`config.mk`:
```
export PLATFORM = sky130hd
export DESIGN_NAME = receive_dut_flat
export DESIGN_NICKNAME = d
export VERILOG_FILES = /design/src/rtl/receive_dut_if.sv /design/src/rtl/receive_dut.sv /design/src/flat_wrapper.sv
export SDC_FILE = /design/constraint.sdc
export NUM_CORES = 1
export LEC_CHECK = 0
export BUFFER_PORTS_ARGS = -buffer_cell sky130_fd_sc_hd__buf_2
export CORE_MARGIN = 5
export CORE_UTILIZATION = 45
export CTS_CLUSTER_SIZE = 30
export DETAILED_ROUTE_END_ITERATION = 8
export GPL_TIMING_DRIVEN = 0
export PLACE_DENSITY = 0.69
export SYNTH_ARGS = -nofsm -noshare
export SYNTH_HDL_FRONTEND = slang
export SYNTH_SLANG_ARGS = --single-unit
```
`constraint.sdc`:
```
create_clock -name clk -period 3.05 [get_ports clk]
set_input_delay 0.61 -clock clk [delete_from_list [all_inputs] [get_ports clk]]
set_output_delay 0.61 -clock clk [all_outputs]
set_load 0.02 [all_outputs]
```
`src/rtl/receive_dut_if.sv`:
```
// Byte-stream receive port plus register access bus for receive_dut.
// clk and rst_n stay outside the interface as plain module ports.
interface receive_dut_if;
    logic       rx_en;
    logic [7:0] rx_data;
    logic [1:0] addr;
    logic [7:0] wr_data;
    logic       wr;
    logic       rd;
    logic [7:0] rd_data;
    logic       frame_done;

    modport master (
        output rx_en, rx_data, addr, wr_data, wr, rd,
        input  rd_data, frame_done
    );

    modport slave (
        input  rx_en, rx_data, addr, wr_data, wr, rd,
        output rd_data, frame_done
    );
endinterface

```
`src/rtl/receive_dut.sv`:
```
// Frame receiver: parses DE AD LEN payload BE EF from a byte stream into a buffer,
// exposes CTRL/STATUS/LEN/DATA registers for readout and error reporting.
module receive_dut #(
    parameter int MAX_LEN = 16
) (
    input  logic         clk,
    input  logic         rst_n,
    receive_dut_if.slave bus
);

    localparam int PTR_W = 5;
    localparam int AW    = (MAX_LEN > 1) ? $clog2(MAX_LEN) : 1;

    localparam logic [7:0] MAX_LEN_B = 8'(MAX_LEN);
    localparam logic [7:0] SOF0      = 8'hDE;
    localparam logic [7:0] SOF1      = 8'hAD;
    localparam logic [7:0] EOF0      = 8'hBE;
    localparam logic [7:0] EOF1      = 8'hEF;

    localparam logic [1:0] ADDR_CTRL   = 2'd0;
    localparam logic [1:0] ADDR_STATUS = 2'd1;
    localparam logic [1:0] ADDR_LEN    = 2'd2;
    localparam logic [1:0] ADDR_DATA   = 2'd3;

    localparam logic [2:0] S_IDLE  = 3'd0;
    localparam logic [2:0] S_HDR1  = 3'd1;
    localparam logic [2:0] S_LENB  = 3'd2;
    localparam logic [2:0] S_PAYLD = 3'd3;
    localparam logic [2:0] S_TRL0  = 3'd4;
    localparam logic [2:0] S_TRL1  = 3'd5;

    logic [2:0]       state_q,      state_d;
    logic             en_q,         en_d;
    logic             clr_q,        clr_d;
    logic             valid_q,      valid_d;
    logic             err_trl_q,    err_trl_d;
    logic             err_len_q,    err_len_d;
    logic             err_gap_q,    err_gap_d;
    logic             ovf_q,        ovf_d;
    logic [PTR_W-1:0] len_q,        len_d;
    logic [PTR_W-1:0] rx_len_q,     rx_len_d;
    logic [PTR_W-1:0] wr_ptr_q,     wr_ptr_d;
    logic [PTR_W-1:0] rd_ptr_q,     rd_ptr_d;
    logic [7:0]       rd_data_q,    rd_data_d;
    logic             frame_done_q, frame_done_d;

    logic [7:0]    buffer [MAX_LEN];
    logic          buf_we;
    logic [AW-1:0] buf_waddr;
    logic [7:0]    buf_rdata;
    logic [7:0]    status;
    logic [7:0]    len_ext;
    logic          unused_wr_bits;

    assign buf_waddr      = wr_ptr_q[AW-1:0];
    assign buf_rdata      = buffer[rd_ptr_q[AW-1:0]];
    assign status         = {3'b000, ovf_q, err_gap_q, err_len_q, err_trl_q, valid_q};
    assign len_ext        = {{(8 - PTR_W){1'b0}}, len_q};
    assign unused_wr_bits = ^bus.wr_data[7:2];

    assign bus.rd_data    = rd_data_q;
    assign bus.frame_done = frame_done_q;

    always_comb begin
        // NOTE: every next-state signal starts from a default so no path leaves a latch behind.
        state_d      = state_q;
        en_d         = en_q;
        clr_d        = 1'b0;
        valid_d      = valid_q;
        err_trl_d    = err_trl_q;
        err_len_d    = err_len_q;
        err_gap_d    = err_gap_q;
        ovf_d        = ovf_q;
        len_d        = len_q;
        rx_len_d     = rx_len_q;
        wr_ptr_d     = wr_ptr_q;
        rd_ptr_d     = rd_ptr_q;
        rd_data_d    = rd_data_q;
        frame_done_d = 1'b0;
        buf_we       = 1'b0;

        if (bus.wr && bus.addr == ADDR_CTRL) begin
            en_d  = bus.wr_data[0];
            clr_d = bus.wr_data[1];
        end

        // Reads sample the pre-edge register values, so a same-cycle CTRL write is not visible.
        if (bus.rd) begin
            unique case (bus.addr)
                ADDR_CTRL:   rd_data_d = {6'b000000, clr_q, en_q};
                ADDR_STATUS: rd_data_d = status;
                ADDR_LEN:    rd_data_d = len_ext;
                ADDR_DATA: begin
                    rd_data_d = 8'h00;
                    if (valid_q) begin
                        if (rd_ptr_q < len_q) begin
                            rd_data_d = buf_rdata;
                            rd_ptr_d  = rd_ptr_q + 5'd1;
                        end
                        if (rd_ptr_q + 5'd1 >= len_q) begin
                            valid_d = 1'b0;
                        end
                    end
                end
            endcase
        end

        if (!en_q) begin
            state_d = S_IDLE;
        end else if (state_q == S_IDLE) begin
            if (bus.rx_en && bus.rx_data == SOF0) begin
                if (valid_q) begin
                    ovf_d = 1'b1;
                end else begin
                    state_d = S_HDR1;
                end
            end
        end else if (!bus.rx_en) begin
            err_gap_d = 1'b1;
            state_d   = S_IDLE;
        end else begin
            case (state_q)
                S_HDR1: begin
                    if (bus.rx_data == SOF1) begin
                        state_d = S_LENB;
                    end else if (bus.rx_data != SOF0) begin
                        state_d = S_IDLE;
                    end
                end
                S_LENB: begin
                    if (bus.rx_data > MAX_LEN_B) begin
                        err_len_d = 1'b1;
                        state_d   = S_IDLE;
                    end else begin
                        rx_len_d = bus.rx_data[PTR_W-1:0];
                        wr_ptr_d = '0;
                        state_d  = (bus.rx_data == 8'h00) ? S_TRL0 : S_PAYLD;
                    end
                end
                S_PAYLD: begin
                    buf_we   = 1'b1;
                    wr_ptr_d = wr_ptr_q + 5'd1;
                    if (wr_ptr_q + 5'd1 == rx_len_q) begin
                        state_d = S_TRL0;
                    end
                end
                S_TRL0: begin
                    if (bus.rx_data == EOF0) begin
                        state_d = S_TRL1;
                    end else begin
                        err_trl_d = 1'b1;
                        state_d   = S_IDLE;
                    end
                end
                S_TRL1: begin
                    if (bus.rx_data == EOF1) begin
                        len_d        = rx_len_q;
                        valid_d      = 1'b1;
                        rd_ptr_d     = '0;
                        frame_done_d = 1'b1;
                    end else begin
                        err_trl_d = 1'b1;
                    end
                    state_d = S_IDLE;
                end
                default: state_d = S_IDLE;
            endcase
        end

        // clr acts on the cycle after the CTRL write and overrides any commit on that edge.
        if (clr_q) begin
            state_d      = S_IDLE;
            valid_d      = 1'b0;
            err_trl_d    = 1'b0;
            err_len_d    = 1'b0;
            err_gap_d    = 1'b0;
            ovf_d        = 1'b0;
            len_d        = '0;
            wr_ptr_d     = '0;
            rd_ptr_d     = '0;
            frame_done_d = 1'b0;
            buf_we       = 1'b0;
        end
    end

    always_ff @(posedge clk) begin
        if (!rst_n) begin
            state_q      <= S_IDLE;
            en_q         <= 1'b0;
            clr_q        <= 1'b0;
            valid_q      <= 1'b0;
            err_trl_q    <= 1'b0;
            err_len_q    <= 1'b0;
            err_gap_q    <= 1'b0;
            ovf_q        <= 1'b0;
            len_q        <= '0;
            rx_len_q     <= '0;
            wr_ptr_q     <= '0;
            rd_ptr_q     <= '0;
            rd_data_q    <= 8'h00;
            frame_done_q <= 1'b0;
        end else begin
            state_q      <= state_d;
            en_q         <= en_d;
            clr_q        <= clr_d;
            valid_q      <= valid_d;
            err_trl_q    <= err_trl_d;
            err_len_q    <= err_len_d;
            err_gap_q    <= err_gap_d;
            ovf_q        <= ovf_d;
            len_q        <= len_d;
            rx_len_q     <= rx_len_d;
            wr_ptr_q     <= wr_ptr_d;
            rd_ptr_q     <= rd_ptr_d;
            rd_data_q    <= rd_data_d;
            frame_done_q <= frame_done_d;
        end
    end

    // NOTE: the payload buffer is deliberately not reset; it is only readable while valid=1.
    always_ff @(posedge clk) begin
        if (buf_we) begin
            buffer[buf_waddr] <= bus.rx_data;
        end
    end

endmodule

```
`src/flat_wrapper.sv`:
```
// flat-port wrapper written by rule: the top's interface ports become plain ports
module receive_dut_flat 
#(
    parameter int MAX_LEN = 16
)
  (clk, rst_n, bus_rx_en, bus_rx_data, bus_addr, bus_wr_data, bus_wr, bus_rd, bus_rd_data, bus_frame_done);
  receive_dut_if bus_i ();
  input  logic clk;
  input  logic rst_n;
  input wire logic [$bits(bus_i.rx_en)-1:0] bus_rx_en;
  input wire logic [$bits(bus_i.rx_data)-1:0] bus_rx_data;
  input wire logic [$bits(bus_i.addr)-1:0] bus_addr;
  input wire logic [$bits(bus_i.wr_data)-1:0] bus_wr_data;
  input wire logic [$bits(bus_i.wr)-1:0] bus_wr;
  input wire logic [$bits(bus_i.rd)-1:0] bus_rd;
  output wire logic [$bits(bus_i.rd_data)-1:0] bus_rd_data;
  output wire logic [$bits(bus_i.frame_done)-1:0] bus_frame_done;
  assign bus_i.rx_en = bus_rx_en;
  assign bus_i.rx_data = bus_rx_data;
  assign bus_i.addr = bus_addr;
  assign bus_i.wr_data = bus_wr_data;
  assign bus_i.wr = bus_wr;
  assign bus_i.rd = bus_rd;
  assign bus_rd_data = bus_i.rd_data;
  assign bus_frame_done = bus_i.frame_done;
  receive_dut #(.MAX_LEN(MAX_LEN)) u_core (.clk(clk), .rst_n(rst_n), .bus(bus_i));
endmodule
```
==> results of run 1 <==
[power by group through the flow]
stage | sequential (mW) | clock (mW) | combinational, mW
floorplan | 2.50 | 0 | 0.0329
global placement | 2.50 | 0 | 0.0965
detailed placement | 2.50 | 0 | 0.100
CTS | 2.45 | 1.93 | 0.100
global route | 2.45 | 2.03 | 0.109
finish | 2.45 | 1.90 | 0.101
[repair_timing]
action                     4_1_cts  5_1_grt
resized for setup                4        0
setup buffers                    0        0
hold buffers                     0        0
setup endpoints to repair       32        0
[how the worst max path moves through the flow]
stage                                 endpoint  slack, ns  cells after the start
final                     u_core.buffer[15][6]       0.22                      5
after global placement     u_core.buffer[3][1]      -0.11                      5
after detailed placement   u_core.buffer[2][1]      -0.25                      5
after global routing      u_core.buffer[15][6]       0.02                      5
after CTS                 u_core.buffer[15][6]       0.26                      5
after floorplan            u_core.buffer[3][0]       0.67                      5
[metal layers]
layer	wire, um	vias to the layer above	global-route usage
li1	-	1996	-
met1	6936	2207	0.2465
met2	7826	175	0.2914
met3	1004	29	0.04959
met4	257	0	0.04927
met5	0	-	0
[cells in the final DEF (no fill, tap or decap), types with 3 or more instances in the layout]
master     count
edfxtp_1     128
nor2_1        49
dfxtp_1       39
nand2_1       34
mux4_2        32
buf_2         30
clkbuf_1      18
clkbuf_16     17
ha_1          15
o21ai_0       13
nand3_1       12
nor2b_1       12
nor3_1        12
mux2i_1       12
a22o_1        11
inv_1         10
a21oi_1       10
xnor2_1        9
a31oi_1        7
xor2_1         5
nor3_2         4
nor3b_1        4
o22ai_1        4
o211ai_1       4
clkinv_1       4
nand2b_1       3
and2_1         3
a21o_1         3
[flip-flops by register name (all words and copies together) (netlist names), 3 cells and up]
register	count
u_core.rd_ptr_q	5
u_core.state_q	3
u_core.len_q	5
u_core.bus.rd_data	8
u_core.wr_ptr_q	5
u_core.buffer	128
u_core.rx_len_q	5
[kinds of logic after synthesis]
group,count (synthesis),synth area share
flops,167,0.6449
fa+ha+maj,15,0.02617
mux,44,0.1173
xor+xnor,14,0.01710
simple gates,154,0.1077
buf+inv,32,0.01797
compound gates,69,0.06892
[stage by stage]
stage,TNS [ns],hold slack (ns),utilization,instance area (sq um)
global placement,-3.114,0.4637,0.4791,7556
detailed placement,-6.328,0.4631,0.4791,7556
CTS,0,0.3984,0.5131,8092
floorplan,0,0.4366,-,7171
global route,0,0.4162,0.5131,8092
finish,0,0.4094,0.5131,8092
[worst min-delay path, delay by kind of cell]
| kind | cells | cell delay (ns) |
|---|---|---|
| simple gates | 2 | 0.11 |
| buf+inv | 1 | 0.08 |
[layout make-up]
type / instances / area, sq um / area share
flip-flops and latches: 167 / 4624 / 0.5715
multi-input cells: 296 / 2437 / 0.3012
clock buffers: 20 / 436.7 / 0.05397
well taps: 216 / 270.3 / 0.03340
repair buffers: 23 / 115.1 / 0.01423
plain buffers: 22 / 91.34 / 0.01129
clock inverters: 12 / 78.83 / 0.009742
inverters: 10 / 37.54 / 0.004639
==> results.yml, run 1 <==
place:
  dp.final_hpwl_um: 10850
  post-place-ws_ns: -0.2530
  portBuffers: 23
  dp.cells: 734
  gp_congestion: 0.8486
power_and_ir_drop:
  fin_total_pwr_mw: 4.452
  clkPwrFrac: 0.427
  power_leakage_nw: 2.644
  p_int_mw: 3.507
  vdd_drop_max_mv: 0.3517
  power.density_nw_per_um2: 550.2
  p_sw_frac: 0.2122
  p_switching_uw: 944.5
  seqPwrFrac: 0.550
  pwr-share-comb: 0.023
yosys:
  synthCells: 495
  synth.top_cell.area_share: 0.5360
  ys_seq_area_frac: 0.6449
  yosys.cell_count.top_type: "edfxtp_1"
  synth_nets: 533
  yosysTopAreaCell: "edfxtp_1"
  synth-edff-count: 128
  synth_cell_types: 53
  synthFlopType: "edfxtp_1"
  netlist_top_cells_count: "edfxtp_1 (128), nor2_1 (49), dfxtp_1 (39)"
  yosys-top-cells-area: "edfxtp_1 (54%), dfxtp_1 (11%), mux4_2 (10%)"
  syn_area_sq_um: 7171
  async_reset_ff_frac: 0
  synth-seq-cells: 167
  synth_warnings: 0
  syn_avg_cell_area_sq_um: 14.49
clock_tree:
  htreeDepth: 4
  cts.sinks: 167
  cts_made_buffers: 17
  root_buffer: "clkbuf_16"
  cts_tree: "done"
  cts_buffer_depth: 2
  clock_latency_ns: 0.42
  path_clk_slew_ns: 0.06
worst_setup_path:
  worstPathArrival_ns: 2.88
  r2r_start: "u_core.en_q"
  startpoint_type: "flip-flop"
  cpLargestDelayFamily: "simple AND/OR/NAND/NOR gates"
  crit_path_start: "u_core.en_q"
  crit_required_ns: 3.09
  cpPeakStageDelay_ns: 0.79
  worstPathBufferInverterCount: 1
  ff2ff_setup_slack_ns: 0.22
  slowest_stage: "nor2_1"
  path_cells: "clkbuf_1 -> nand2_1 -> nor3_1 -> nand2_1 -> nor2_1"
  cp-end-kind: "flip-flop"
  critPathKind: "reg2reg"
  ff2ff_path_depth: 5
  reg2reg_to: "u_core.buffer[15][6]"
  timing.critical_path.mode_cell: "nand2_1"
  crit_fanout: 9
route:
  postRouteAntennaNets: 0
  drt-pass1-iter-count: 5
  routed_wl_um: 16020
  wl_per_cell_um: 20.92
  via_per_inst: 5.753
  route.vias.total: 4407
  drc: 0
  first_iter_violations: 480
die:
  core_area_sq_um: 15770
  die_area_sq_um: 18560
  pin_count: 32
  start_util: 0.4547
  dieWidth_um: 136.2
  dieHeight_um: 136.2
  num_rows: 46
timing:
  worstMarginPinSlew_ns: 0.9628
  setup_slack_ns: 0.2175
  finalSetupViolations: 0
  slew_headroom: 0.3558
  finalHoldViolCount: 0
  skew_ns: 0.004496
  grt_setup_unrepaired: "false"
  finalCriticalPeriod_ns: 2.832
  final_max_slew_viol_count: 0
  max_freq_mhz: 353.1
  fin_crit_sh: 0.9287
grt:
  grt_usage: 0.1819
  grt_pass1_vias: 4320
  grt_pass1_wl_um: 24760
  grt_overflow: 0
  antenna_found_initial: 0
  grt_max_degree: 24
final_layout:
  n_antenna_cell: 0
  nFillCells: 1325
  fin_cells: 766
  layout-drive-gt1-share: 0.1764
  nets: 575
  syn_to_final_growth_pct: 12.84
run_status:
  run_status: "complete, no violations"
min_path:
  worstHoldPathCells: 3
  hp-class: "in2reg"
  min_to: "u_core.clr_q"
  hp-start: "bus_wr_data[1]"
run:
  drv_cap: 0
No activity file was read; power rests on OpenSTA's default activity.
==> run 2, diff against run 1 <==
--- a/config.mk
+++ b/config.mk
@@ -5,6 +5,7 @@
 export SDC_FILE = /design/constraint.sdc
 export NUM_CORES = 1
 export LEC_CHECK = 0
+export ABC_AREA = 1
 export BUFFER_PORTS_ARGS = -buffer_cell sky130_fd_sc_hd__buf_2
 export CORE_MARGIN = 5
 export CORE_UTILIZATION = 45
@@ -12,6 +13,7 @@
 export DETAILED_ROUTE_END_ITERATION = 8
 export GPL_TIMING_DRIVEN = 0
 export PLACE_DENSITY = 0.69
+export SETUP_SLACK_MARGIN = 0.05
 export SYNTH_ARGS = -nofsm -noshare
 export SYNTH_HDL_FRONTEND = slang
 export SYNTH_SLANG_ARGS = --single-unit
==> run 2 against run 1 <==
Compared with the run above:
- total power rose by 5.6%
- combinational power down 14%
- via count rose by 23%
- final area up 3.7%
- largest power group unchanged
- critical path type unchanged
- clock power increased by 14%
- clock-buffer cell count grew 7
- global-route usage is 0.88 points higher
==> results.yml, run 2 <==
yosys:
  synthCells: 736
  synth_warnings: 0
  ys_seq_area_frac: 0.6259
  syn_avg_cell_area_sq_um: 10.04
  yosys-top-cells-area: "edfxtp_1 (52%), dfxtp_1 (11%), nand2_1 (9.8%)"
  synth-seq-cells: 167
  netlist_top_cells_count: "nand2_1 (192), edfxtp_1 (128), nand3_1 (110)"
  synth_cell_types: 36
  synth.top_cell.area_share: 0.5202
  synth-edff-count: 128
  yosys.cell_count.top_type: "nand2_1"
  synthFlopType: "edfxtp_1"
  async_reset_ff_frac: 0
  yosysTopAreaCell: "edfxtp_1"
  synth_nets: 774
  syn_area_sq_um: 7388
timing:
  finalCriticalPeriod_ns: 2.521
  finalSetupViolations: 0
  worstMarginPinSlew_ns: 1.032
  grt_setup_unrepaired: "false"
  final_max_slew_viol_count: 0
  tns_ns: 0
  finalHoldViolCount: 0
  setup_slack_ns: 0.5288
  skew_ns: 0.008347
  fin_crit_sh: 0.8266
  slew_headroom: 0.3094
  max_freq_mhz: 396.6
min_path:
  hp-class: "in2reg"
power_and_ir_drop:
  power_leakage_nw: 3.126
  seqPwrFrac: 0.521
  clkPwrFrac: 0.461
  p_int_mw: 3.775
  power.density_nw_per_um2: 560.0
  vdd_drop_max_mv: 0.3978
  pwr-share-comb: 0.018
  p_switching_uw: 924.6
  p_sw_frac: 0.1968
die:
  start_util: 0.4618
  dieWidth_um: 138.1
  dieHeight_um: 138.1
  num_rows: 46
  pin_count: 32
  core_area_sq_um: 16000
  die_area_sq_um: 19080
worst_setup_path:
  worstPathBufferInverterCount: 3
  crit_cells: 9
  endpoint: "u_core.buffer[4][0]"
  worstPathArrival_ns: 2.57
  slowest_stage: "nor2_1"
  crit_fanout: 8
  ff2ff_path_depth: 9
  ff2ff_setup_slack_ns: 0.53
  cpPeakStageDelay_ns: 0.79
  path_cells: "inv_1 -> nand2_1 -> nor2_1 -> inv_1 -> nor2_4 -> inv_2 -> nor2_4 -> nand2_2 -> nor2_1"
  r2r_start: "u_core.state_q[2]"
  reg2reg_to: "u_core.buffer[4][0]"
  crit_path_start: "u_core.state_q[2]"
  crit_required_ns: 3.10
  cp-end-kind: "flip-flop"
  critPathKind: "reg2reg"
  cpLargestDelayFamily: "simple AND/OR/NAND/NOR gates"
  startpoint_type: "flip-flop"
final_layout:
  syn_to_final_growth_pct: 13.58
  nets: 818
  layout-drive-gt1-share: 0.1299
  largest_reg_flops: 128
  largest_register: "u_core.buffer"
  nFillCells: 1442
  final_cell_mix: "nand2_1 (192), edfxtp_1 (128), nand3_1 (110)"
  n_antenna_cell: 0
  finish.utilization: 0.5245
  mostFrequentLayoutCell: "nand2_1"
grt:
  grt_pass1_wl_um: 28390
  grt_max_degree: 21
  grt_overflow: 0
  grt_usage: 0.1907
  antenna_found_initial: 0
  grt_pass1_vias: 5229
place:
  dp.final_hpwl_um: 12330
  portBuffers: 25
  post-place-ws_ns: 0.3003
  gp_congestion: 0.9465
route:
  postRouteAntennaNets: 0
  wl_per_cell_um: 17.87
  route.vias.total: 5440
  routed_wl_um: 18030
  drt-pass1-iter-count: 5
  drc: 0
  via_per_inst: 5.391
  first_iter_violations: 519
clock_tree:
  htreeDepth: 4
  cts_buffer_depth: 2
  cts.sinks: 167
  post-cts-setup-buffers: 0
  hold_buffers: 0
  cts_made_buffers: 17
  clock_latency_ns: 0.43
  root_buffer: "clkbuf_16"
  cts_tree: "done"
  path_clk_slew_ns: 0.06
  cts_resized: 0
run_status:
  run_status: "complete, no violations"
run:
  drv_cap: 0
[run 2: changes by cell type after synthesis, moves of 12 or more]
cell     previous run  this run
nand3_1            12       110
inv_1              10        45
mux4_2             32         0
a21oi_1            10        46
mux2i_1            12         0
nor2b_1            12         0
nand2_1            34       192
[run 2: how the worst min path moves through the flow]
| stage | start | end | slack, ns | cells past startpoint |
|---|---|---|---|---|
| after floorplan | u_core.err_trl_q | u_core.err_trl_q | 0.43 | 2 |
| after global placement | u_core.err_trl_q | u_core.err_trl_q | 0.45 | 2 |
| after detailed placement | u_core.bus.rd_data[2] | u_core.bus.rd_data[2] | 0.45 | 2 |
| after CTS | bus_wr_data[1] | u_core.clr_q | 0.39 | 3 |
| after global routing | bus_wr_data[1] | u_core.clr_q | 0.43 | 3 |
| final | bus_wr_data[1] | u_core.clr_q | 0.40 | 3 |
[run 2: layout make-up]
type | count | area (sq um) | share of cell area
inverter | 56 | 211.5 | 0.02520
tap | 216 | 270.3 | 0.03221
sequential | 167 | 4624 | 0.5511
multi-input combinational | 485 | 2410 | 0.2872
clock buffer | 27 | 545.5 | 0.06501
timing repair buffer | 25 | 125.1 | 0.01491
buffer | 28 | 147.6 | 0.01759
clock inverter | 5 | 57.56 | 0.006859
[run 2: kinds of logic after synthesis]
| kind of cell | count (synthesis) | share of synthesized area |
|---|---|---|
| simple gates | 377 | 0.2251 |
| flops | 167 | 0.6259 |
| compound gates | 89 | 0.07028 |
| buf+inv | 84 | 0.04860 |
| fa+ha+maj | 15 | 0.02540 |
| xor+xnor | 4 | 0.004743 |
[run 2: worst register-to-register path, delay by kind of cell (launching register included)]
kind,cells,cell delay (ns)
buffers and inverters,3,0.33
flip-flops,1,0.32
AND/OR/NAND/NOR,6,1.48
[run 2: power groups by stage]
stage	Sequential, mW	Combinational (mW)	Clock (mW)
final	2.45	0.0867	2.17
after global routing	2.45	0.0958	2.28
after CTS	2.45	0.0867	2.18
after detailed placement	2.50	0.0864	0
after global placement	2.50	0.0851	0
after floorplan	2.50	0.0301	0
[run 2: through the flow]
stage | hold slack [ns] | instance area [sq um] | std cells | power [mW]
finish | 0.4007 | 8392 | 1009 | 4.699
detailed placement | 0.4548 | 7789 | 977 | 2.582
CTS | 0.3894 | 8392 | 1009 | 4.715
global route | 0.4287 | 8392 | 1009 | 4.818
global placement | 0.4493 | 7784 | 977 | 2.581
floorplan | 0.4298 | 7388 | 736 | 2.527
[run 2: layer usage]
metal	share of wire	vias to the layer above	global-route usage
met3	0.057	40	0.03759
met4	0.029	0	0.08944
li1	-	2634	-
met2	0.47	168	0.2998
met1	0.44	2598	0.2558
met5	0	-	0
==> run 3, diff against run 2 <==
--- a/config.mk
+++ b/config.mk
@@ -5,14 +5,14 @@
 export SDC_FILE = /design/constraint.sdc
 export NUM_CORES = 1
 export LEC_CHECK = 0
-export ABC_AREA = 1
+export ABC_AREA = 0
 export BUFFER_PORTS_ARGS = -buffer_cell sky130_fd_sc_hd__buf_2
 export CORE_MARGIN = 5
 export CORE_UTILIZATION = 45
 export CTS_CLUSTER_SIZE = 30
 export DETAILED_ROUTE_END_ITERATION = 8
 export GPL_TIMING_DRIVEN = 0
-export PLACE_DENSITY = 0.69
+export PLACE_DENSITY = 0.72
 export SETUP_SLACK_MARGIN = 0.05
 export SYNTH_ARGS = -nofsm -noshare
 export SYNTH_HDL_FRONTEND = slang
==> constraint.sdc (replaced) <==
create_clock -name clk -period 2 [get_ports clk]
set_input_delay 0.4 -clock clk [delete_from_list [all_inputs] [get_ports clk]]
set_output_delay 0.4 -clock clk [all_outputs]
set_load 0.02 [all_outputs]
==> run 3 against run 2 <==
Compared with the run above:
- sequential share of layout area down 3.2 points
- non-clock buffer count up 23
- critical path depth down 2
- routed wire length up 2.9%
- first-iteration DRC count up 20%
- core utilization up 4.3 points
- flip-flop and latch count unchanged
- critical path type unchanged
- largest cell class unchanged
==> results.yml, run 3 (synthesized netlist as in run 1, its figures left out) <==
run_status:
  run_status: "complete, no violations"
final_layout:
  nets: 606
  multi_input_area_sq_um: 2685
  regArea_sq_um: 4644
  largest_reg_flops: 128
  final_cell_mix: "edfxtp_1 (128), nor2_1 (36), mux4_2 (32)"
  finish.utilization: 0.5673
  mostFrequentLayoutCell: "edfxtp_1"
  largest_register: "u_core.buffer"
  n_antenna_cell: 0
  layout-drive-gt1-share: 0.3161
  syn_to_final_growth_pct: 24.76
  nFillCells: 1186
clock_tree:
  root_buffer: "clkbuf_16"
  cts_tree: "done"
  clock_latency_ns: 0.43
  cts_buffer_depth: 2
  cts_made_buffers: 17
  htreeDepth: 4
  path_clk_slew_ns: 0.07
  hold_buffers: 0
  cts.sinks: 167
worst_setup_path:
  cp-end-kind: "flip-flop"
  r2r_start: "u_core.len_q[3]"
  critPathKind: "reg2reg"
  startpoint_type: "flip-flop"
  crit_fanout: 5
  ff2ff_path_depth: 7
  ff2ff_setup_slack_ns: 0.08
  crit_required_ns: 2.32
  reg2reg_to: "u_core.rd_ptr_q[4]"
  worstPathArrival_ns: 2.24
timing:
  finalCriticalPeriod_ns: 1.925
  setup_slack_ns: 0.07546
  grt_setup_unrepaired: "true"
  final_max_slew_viol_count: 0
  tns_ns: 0
  skew_ns: 0.007649
  worstMarginPinSlew_ns: 0.6295
  slew_headroom: 0.5803
  finalHoldViolCount: 0
  finalSetupViolations: 0
  fin_crit_sh: 0.9623
  max_freq_mhz: 519.6
route:
  wl_met3_um: 1383
  postRouteAntennaNets: 0
  wl_per_cell_um: 23.33
  first_iter_violations: 621
  via_per_inst: 5.992
  drt-pass1-iter-count: 8
  met2_length_um: 9365
  wl_met1_um: 6979
  drc: 0
  route.top_layer_used: "met4"
  route.vias.total: 4764
  routed_wl_um: 18550
power_and_ir_drop:
  vdd_drop_max_mv: 0.5111
  power_leakage_nw: 2.951
  fin_total_pwr_mw: 6.974
  power.density_nw_per_um2: 779.6
grt:
  grt_pass1_wl_um: 27350
  antenna_found_initial: 0
  grt_overflow: 0
  grt_pass1_vias: 4739
  grt_usage: 0.2034
  grt_max_degree: 24
die:
  start_util: 0.4547
  dieWidth_um: 136.2
  die_area_sq_um: 18560
  pin_count: 32
  core_area_sq_um: 15770
  dieHeight_um: 136.2
  num_rows: 46
run:
  drv_cap: 0
place:
  dp.final_hpwl_um: 11040
  gp_congestion: 0.8779
  post-place-ws_ns: -0.7289
  portBuffers: 23
min_path:
  worstHoldPathCells: 3
  hp-class: "in2reg"
  min_to: "u_core.clr_q"
  hp-start: "bus_wr_data[1]"
run 3: cell count changes in the layout (fill, tap and decap cells not counted), sizes merged, moves of 16 or more:
cell | previous run | this run
nand3 | 112 | 12
buf | 47 | 63
nand2 | 197 | 34
inv | 54 | 15
a21oi | 46 | 11
mux4 | 0 | 32
run 3: final cells by class:
| class | count | area share |
|---|---|---|
| Timing Repair Buffer | 56 | 0.06322 |
| Buffer | 20 | 0.02140 |
| Sequential cell | 167 | 0.5192 |
| Multi-Input combinational cell | 296 | 0.3001 |
| Clock buffer | 17 | 0.04755 |
| Inverter | 10 | 0.004476 |
| Tap cell | 216 | 0.03021 |
| Clock inverter | 13 | 0.01385 |
run 3: critical path, cell delays in order, from the launching register on:
cell and delay (ns):
dfxtp_1 0.41, inv_1 0.10, ha_1 0.30, a21o_1 0.19
a211o_4 0.38, nor3_1 0.23, xnor2_1 0.16, nor2_1 0.06
run 3: power by group:
part / switching [mW] / leakage [nW] / total [mW] / internal, mW
sequential: 0.00551 / 1.47 / 3.73 / 3.73
clock: 1.37 / 0.258 / 3.08 / 1.71
combinational: 0.123 / 1.22 / 0.161 / 0.0377
run 3: per-stage QoR:
| stage | hold slack (ns) | instance area, sq um | instances |
|---|---|---|---|
| CTS | 0.1821 | 8711 | 783 |
| floorplan | 0.4366 | 7194 | 495 |
| finish | 0.1862 | 8946 | 795 |
| global route | 0.2061 | 8946 | 795 |
| detailed placement | 0.4732 | 7580 | 734 |
| global placement | 0.4589 | 7580 | 734 |
run 3: how the worst max path moves through the flow:
stage                  startpoint              endpoint  slack, ns  cells past startpoint
2_1_floorplan   u_core.state_q[0]  u_core.buffer[11][0]      -0.02                      5
3_3_place_gp    u_core.state_q[0]  u_core.buffer[15][0]      -0.74                      5
3_5_place_dp    u_core.state_q[0]   u_core.buffer[9][6]      -0.73                      5
4_1_cts         u_core.state_q[1]   u_core.buffer[1][3]       0.06                      7
5_1_grt        u_core.wr_ptr_q[1]     u_core.state_q[0]     -0.002                      6
6_report          u_core.len_q[3]    u_core.rd_ptr_q[4]       0.08                      7
run 3: metal layers:
metal  up-vias  GRT usage
met2       258     0.3409
met4         0     0.1013
met3        74    0.04219
met5         -          0
li1       2067          -
met1      2365     0.2509
run 3: what timing repair did:
action	CTS	global route
endpoints found under the hold margin	0	0
endpoints found under the setup margin	145	149
cloned	0	1
setup buffers	21	11
gates resized for setup	76	37
pin swaps	16	12
